### src/rtl/exp4_defs.sv
// Shared definitions for the exp4 control unit: state codes, output bundle and
// the default timeout length, used by the RTL and the testbench alike.
package exp4_defs;

   localparam int TIMEOUT_CICLOS_DEF = 5000;

   typedef enum logic [3:0] {
      INICIAL       = 4'h0,
      PREPARACAO    = 4'h1,
      ESPERA_JOGADA = 4'h2,
      REGISTRA      = 4'h4,
      COMPARACAO    = 4'h5,
      PROXIMO       = 4'h6,
      FIM_ACERTO    = 4'hA,
      FIM_TIMEOUT   = 4'hD,
      FIM_ERRO      = 4'hE
   } estado_t;

   typedef struct packed {
      logic zeraC;
      logic contaC;
      logic zeraR;
      logic registraR;
      logic pronto;
      logic acertou;
      logic errou;
      logic timeout;
   } saidas_t;

   // Moore output table: everything the datapath sees is a function of the state.
   function automatic saidas_t decodifica(estado_t e);
      saidas_t s;
      s = '0;
      case (e)
         PREPARACAO: begin
            s.zeraC = 1'b1;
            s.zeraR = 1'b1;
         end
         REGISTRA:   s.registraR = 1'b1;
         PROXIMO:    s.contaC    = 1'b1;
         FIM_ACERTO: begin
            s.pronto  = 1'b1;
            s.acertou = 1'b1;
         end
         FIM_ERRO: begin
            s.pronto = 1'b1;
            s.errou  = 1'b1;
         end
         FIM_TIMEOUT: begin
            s.pronto  = 1'b1;
            s.timeout = 1'b1;
         end
         default: ;
      endcase
      return s;
   endfunction

endpackage

### src/rtl/exp4_contador_timeout.sv
// Wait-for-entry timer: counts cycles while enabled and flags the last allowed
// cycle; it saturates there so it can never wrap back to zero.
module exp4_contador_timeout
   import exp4_defs::*;
#(
   parameter int TIMEOUT_CICLOS = TIMEOUT_CICLOS_DEF
) (
   input  logic clock,
   input  logic reset,
   input  logic zera,
   input  logic conta,
   output logic fim
);

   localparam int W = (TIMEOUT_CICLOS > 1) ? $clog2(TIMEOUT_CICLOS) : 1;
   localparam logic [W-1:0] ULTIMO = W'(TIMEOUT_CICLOS - 1);

   logic [W-1:0] cnt_q, cnt_d;

   always_comb begin
      cnt_d = cnt_q;
      if (zera)
         cnt_d = '0;
      else if (conta && (cnt_q != ULTIMO))
         cnt_d = cnt_q + 1'b1;
   end

   always_ff @(posedge clock or negedge reset) begin
      if (!reset)
         cnt_q <= '0;
      else
         cnt_q <= cnt_d;
   end

   assign fim = (cnt_q == ULTIMO);

endmodule

### src/rtl/exp4_unidade_controle.sv
// Control unit for the memory-sequence game round: waits for key entries,
// compares each against memory and ends in hit, miss or timeout.
module exp4_unidade_controle
   import exp4_defs::*;
#(
   parameter int TIMEOUT_CICLOS = TIMEOUT_CICLOS_DEF
) (
   input  logic       clock,
   input  logic       reset,
   input  logic       iniciar,
   input  logic       jogada,
   input  logic       igual,
   input  logic       fimC,
   output logic       zeraC,
   output logic       contaC,
   output logic       zeraR,
   output logic       registraR,
   output logic       pronto,
   output logic       acertou,
   output logic       errou,
   output logic       timeout,
   output logic [3:0] db_estado
);

   estado_t estado_q, estado_d;
   saidas_t saidas_q;
   logic    to_zera, to_conta, to_fim;

   // The wait timer restarts on every new entry, so PROXIMO clears it as well.
   assign to_zera  = (estado_q == PREPARACAO) || (estado_q == PROXIMO);
   assign to_conta = (estado_q == ESPERA_JOGADA);

   exp4_contador_timeout #(
      .TIMEOUT_CICLOS(TIMEOUT_CICLOS)
   ) u_timeout (
      .clock(clock),
      .reset(reset),
      .zera (to_zera),
      .conta(to_conta),
      .fim  (to_fim)
   );

   always_comb begin
      estado_d = estado_q;
      case (estado_q)
         INICIAL:       if (iniciar) estado_d = PREPARACAO;
         PREPARACAO:    estado_d = ESPERA_JOGADA;
         ESPERA_JOGADA: begin
            // A key press on the terminal cycle still counts as an entry.
            if (jogada)
               estado_d = REGISTRA;
            else if (to_fim)
               estado_d = FIM_TIMEOUT;
         end
         REGISTRA:      estado_d = COMPARACAO;
         COMPARACAO: begin
            if (!igual)
               estado_d = FIM_ERRO;
            else if (fimC)
               estado_d = FIM_ACERTO;
            else
               estado_d = PROXIMO;
         end
         PROXIMO:       estado_d = ESPERA_JOGADA;
         FIM_ACERTO,
         FIM_ERRO,
         FIM_TIMEOUT:   if (iniciar) estado_d = PREPARACAO;
         default:       estado_d = INICIAL;
      endcase
   end

   // Outputs are registered from the next state so they line up with estado_q.
   always_ff @(posedge clock or negedge reset) begin
      if (!reset) begin
         estado_q <= INICIAL;
         saidas_q <= '0;
      end else begin
         estado_q <= estado_d;
         saidas_q <= decodifica(estado_d);
      end
   end

   assign zeraC     = saidas_q.zeraC;
   assign contaC    = saidas_q.contaC;
   assign zeraR     = saidas_q.zeraR;
   assign registraR = saidas_q.registraR;
   assign pronto    = saidas_q.pronto;
   assign acertou   = saidas_q.acertou;
   assign errou     = saidas_q.errou;
   assign timeout   = saidas_q.timeout;
   assign db_estado = estado_q;

endmodule

### config.mk
export PLATFORM = sky130hd
export DESIGN_NAME = exp4_unidade_controle
export DESIGN_NICKNAME = d
export VERILOG_FILES = /design/src/rtl/exp4_defs.sv /design/src/rtl/exp4_contador_timeout.sv /design/src/rtl/exp4_unidade_controle.sv
export SDC_FILE = /design/constraint.sdc
export NUM_CORES = 1
export LEC_CHECK = 0
export CORE_MARGIN = 2
export CORE_UTILIZATION = 50
export DETAILED_ROUTE_END_ITERATION = 10
export PLACE_DENSITY = 0.74
export SLEW_MARGIN = 20
export SYNTH_ARGS = -nofsm -noshare
export SYNTH_HDL_FRONTEND = slang
export SYNTH_SLANG_ARGS = --single-unit
export TNS_END_PERCENT = 20
### constraint.sdc
create_clock -name clock -period 2.2 [get_ports clock]
set_input_delay 0.44 -clock clock [delete_from_list [all_inputs] [get_ports clock]]
set_output_delay 0.44 -clock clock [all_outputs]
set_load 0.03 [all_outputs]
* Yosys cells after proc, flatten, opt, wreduce, memory -nomap -nowiden
Index checks and enable logic that the tools add are counted.
Word-level totals: bits in registers 24
Cells by class: add/subtract/negate cells 1, equality and inequality tests 16, reduce and logical (&&, ||, !) cells 7, muxes and demuxes 15
Operators with widths (count):
- two-way mux 13 bit | 2
- equality test 4 bit, second input constant | 6
- equality test 4 x 3 -> 1 bit, second input constant | 5
- two-way mux 4 bit | 5
- one-hot mux 4 bit (5 select lines) | 1
- adder 13 x 1 -> 13 bit, second input constant | 1
- equality test 13 bit, second input constant | 1
- inequality test 13 bit, second input constant | 1
- equality test 4 x 1 -> 1 bit, second input constant | 2
- two-way mux 1 bit | 7
- equality test 4 x 2 -> 1 bit, second input constant | 1
- zero test 4 bit | 1
- OR reduction 4 bit | 1
- OR reduction 3 bit | 1
- nonzero test 2 bit | 1
- OR reduction 2 bit | 1
- logical AND 1 bit | 1
- logical OR 1 bit | 1

* Depth between registers and ports, before layout
depth in word-level cells 7, gate-level depth with buffers 6, gate-level depth less buffers 6

* Hierarchy
From an unflattened synthesis, not the netlist that was laid out.
Second synthesis, totals: cells, all modules 120, area, all modules 1352.5 µm²
Modules (own cells, without submodules):
- exp4_contador_timeout | area an instance 724.4 µm², instances 1, cells an instance 71
- exp4_unidade_controle | area an instance 628.1 µm², instances 1, cells an instance 49

* Least setup slack after synthesis
Ideal clock, no wire load.
path type reg-to-reg, from register u_timeout.cnt_q[3], to register saidas_q (netlist bit errou), arrival 1833 ps, path slack 222 ps, cell stages (with the launch flop) 5, required time 2055 ps, cells stage by stage dfrtp_1 or4_4 or3_1 a222oi_1 nor4_1
Between the ends: longest elaborated chain between the ends 6
Ends and longest elaborated chain:
- from (decl) | line exp4_contador_timeout.sv:18 | logic [W-1:0] cnt_q, cnt_d;
- from (signal assigned) | line exp4_contador_timeout.sv:32 | cnt_q <= cnt_d;
- equality test 13 bit | line exp4_contador_timeout.sv:35 | assign fim = (cnt_q == ULTIMO);
- two-way mux 4 bit | line exp4_unidade_controle.sv:52 | else if (to_fim)
- two-way mux 4 bit | line exp4_unidade_controle.sv:50 | if (jogada)
- one-hot mux 4 bit (5 select lines) | line exp4_unidade_controle.sv:45 | case (estado_q)
- equality test 4 bit | line exp4_defs.sv:34 | case (e)
- two-way mux 1 bit | line exp4_defs.sv:34
- to (signal assigned) | line exp4_unidade_controle.sv:79 | saidas_q <= decodifica(estado_d);
- to (decl) | line exp4_unidade_controle.sv:26 | saidas_t saidas_q;
Every way passes these cells. A chain may end at the register's enable or synchronous reset.

* Worst setup path after layout
from register u_timeout.cnt_q[3], to register saidas_q (netlist bit contaC)
Between the ends: longest elaborated chain between the ends 6
Ends and longest elaborated chain (line):
- equality test 13 bit | exp4_contador_timeout.sv:35
- two-way mux 4 bit | exp4_unidade_controle.sv:52
- two-way mux 4 bit | exp4_unidade_controle.sv:50
- one-hot mux 4 bit (5 select lines) | exp4_unidade_controle.sv:45
- equality test 4 x 3 -> 1 bit | exp4_defs.sv:34
- two-way mux 1 bit | exp4_defs.sv:34
Every way passes these cells.

==> impl_results.md <==
* Max transition margin at 0.652
* Actual slew at the worst max-slew pin at 0.517 ns
* GRT overflow at 0
* Crit-path max FO at 5
* Worst path bufs/invs at 1
* Layout net count at between 150 and 200
* Final setup vio count at 0
* Fmax achieved at roughly 0.47 GHz
* Initial antenna violation count at 0
* Dominant cell by count in the synthesized netlist: dfrtp_1
* Clock sinks at 24
* Leakage at 0.711 nW
* DRT Pass-1 Iters at 4
* Comb power frac at 0.498
* Setup TNS Final at 0 ns
* Max Cap Viol at 0
* Mapped Area at 0.00126 mm2
* Num CTS Buffers at 3
* Fillers at between 150 and 200
* R2r endpoint: contaC
* Longest Clk Path Bufs at 2
* Worst hold path class: input pin to async pin
* Core Util, Final at 0.645
* Standard-cell rows at 18
* CTS tree: built
* Latest clock arrival within the worst-skew pair at around 0.31 ns
* Area contributors post-synth: dfrtp_1, xor2_1, nor2_1
* Clk slew on worst S/H paths at 0.12 ns
* Reg2reg start: u_timeout.cnt_q[3]
* Internal power at ~0.94 mW
* Core ar. at 0.00243 mm2
* P&R area growth vs syn at 24.3%
* Post-DR wirelength/cell at between 10 and 15 um
* Final period util at 0.961
* Clock Root Buffer: clkbuf_4
* Post-synth EDFFs at 0
* Post-synth top area cell: dfrtp_1
* Sequential Power Share at 0.356
* Io pins at 18
* WHS at between 0.4 and 0.5 ns
* Yosys reg bits at 24
* Die Span X at 54.3 um
* PD cells at 989 mW/mm2
* DIE AREA at roughly 0.0029 mm2
* Distinct cells, synth at 40
* Switching Share at 0.393
* GPL Wtd Cong at 0.839
* Post-CTS resize count at 0
* CP endpoint kind: register
* N_diodes at 0
* Vias/cell at 5.76
* Cell family with most CP delay: simple AND/OR/NAND/NOR gates
* Critical-path top delay cell: or4_4
* Required time of the critical path at 2.41 ns
* Final Slew Violations at 0
* First-pass GRT wire length at 4.47 mm
* DRT iter0 DRCs at 30
* Kind of critical path: register to register
* Starting Density at 0.519
* Placed cells at about 180
* Hold Violations, Final at 0
* Via count at 1059
* Post-layout minimum cycle time at around 2.1 ns
* Die Y at 54.3 um
* Largest net degree at the start of global routing at 25
* VDD IR max at 0.751 mV
* Placed Area at 0.00153 mm2
* Ys flop type: dfrtp_1
* Worst reg-to-reg path cell count at 5
* Total Routing Usage GR at 0.213
* Final non-filler cell total at 184
* Detailed placer's ending HPWL at 1.99 mm
* Vias in the first global route at 990
* Outcome: complete, no violations
* Synth top area share at 0.476
* Final ANT Viol Nets at 0
* PortBufs at 17
* Yosys warnings at 0
* List of most frequent post-synthesis cells: dfrtp_1, nor2_1, xor2_1
* Clock power frac at 0.146
* Setup repair after global routing missed its margin: false
* Layout Skew at roughly 0.0018 ns
* Crit path DAT at 2.33 ns
* Async SR Flop Fraction at 1.00
* Net Sw Power at 0.610 mW
* Synthesized instance count at roughly 130
* Max stage delay on crit path at 0.59 ns
* H-tree levels at 1
* Worst reg-to-reg setup slack at 0.08 ns
* Post-synthesis sequential area ratio at 0.476
* Synthesized area per cell at 9.94 um2
* Design Area, Final at between 0.0015 and 0.002 mm2
* DR DRC count at 0
* Synth Net Count at 134
* Final wirelength at roughly 2.6 mm
* CP Launch Type: register
* Fraction of layout cells with a size suffix above 1 at 0.123
* CP cell instances: or4_4 > or3_1 > a222oi_1 > buf_4 > a211oi_1
[cells by family (layout without fill, tap and decap cells)]
| group | after synthesis | after routing | synth area share |
|---|---|---|---|
| compound gates | 21 | 21 | 0.124 |
| xor+xnor | 10 | 10 | 0.0694 |
| fa+ha+maj | 1 | 1 | 0.00991 |
| buf+inv | 11 | 38 | 0.0367 |
| flops | 24 | 24 | 0.476 |
| mux | 1 | 1 | 0.00793 |
| simple gates | 59 | 59 | 0.277 |
[power by group through the flow]
stage	combinational, mW	sequential, mW	clock, mW
after global routing	0.841	0.559	0.259
final	0.773	0.552	0.227
after detailed placement	0.750	0.558	0
after floorplan	0.357	0.656	0
after CTS	0.752	0.552	0.235
after global placement	0.737	0.556	0
[sequential cells by signal (all words and copies together), names as in the netlist]
name,cells
registraR,1
db_estado,4
acertou,1
timeout,1
pronto,1
u_timeout.cnt_q,13
errou,1
contaC,1
zeraR,1
[area by class of cell]
class,instances,area [um2],share of cell area
timing repair buffer,29,260,0.166
tap,30,37.5,0.0239
clock buffer,4,36.3,0.0231
inverter,5,18.8,0.0120
sequential,24,601,0.383
multi-input combinational,92,616,0.392
[worst max-delay path by stage]
stage / from / end / slack [ns] / depth (start not counted)
after floorplan: u_timeout.cnt_q[3] / errou / 0.22 / 4
after global placement: u_timeout.cnt_q[3] / errou / 0.12 / 4
after detailed placement: u_timeout.cnt_q[3] / errou / 0.08 / 4
after CTS: u_timeout.cnt_q[3] / errou / 0.05 / 4
after global routing: u_timeout.cnt_q[3] / errou / 0.01 / 5
final: u_timeout.cnt_q[3] / contaC / 0.08 / 5
[what timing repair did]
action                                  in CTS  in global routing
endpoints found under the setup margin       0                  3
hold buffers                                 0                  0
setup buffers                                0                  1
[metrics by stage]
step	total power, mW	setup WS (ns)
after floorplan	1.01	0.222
after global placement	1.29	0.123
after detailed placement	1.31	0.0835
after CTS	1.54	0.0519
after global routing	1.66	0.00997
final	1.55	0.0849
[per-layer routing]
| metal | share of wire | GRT usage | up-vias |
|---|---|---|---|
| met5 | 0 | 0 | - |
| met2 | 0.49 | 0.349 | 32 |
| li1 | - | - | 523 |
| met3 | 0.063 | 0.0492 | 2 |
| met1 | 0.44 | 0.287 | 502 |
| met4 | 0.0068 | 0.0500 | 0 |
[cells in the final DEF (no fill, tap or decap), drive strengths merged, types with 5 or more instances in the layout]
master / n
xor2: 9
inv: 5
clkdlybuf4s50: 17
nand4: 6
buf: 12
nor2: 14
nor2b: 5
dfrtp: 24
Power figures use the tool's default switching activity.
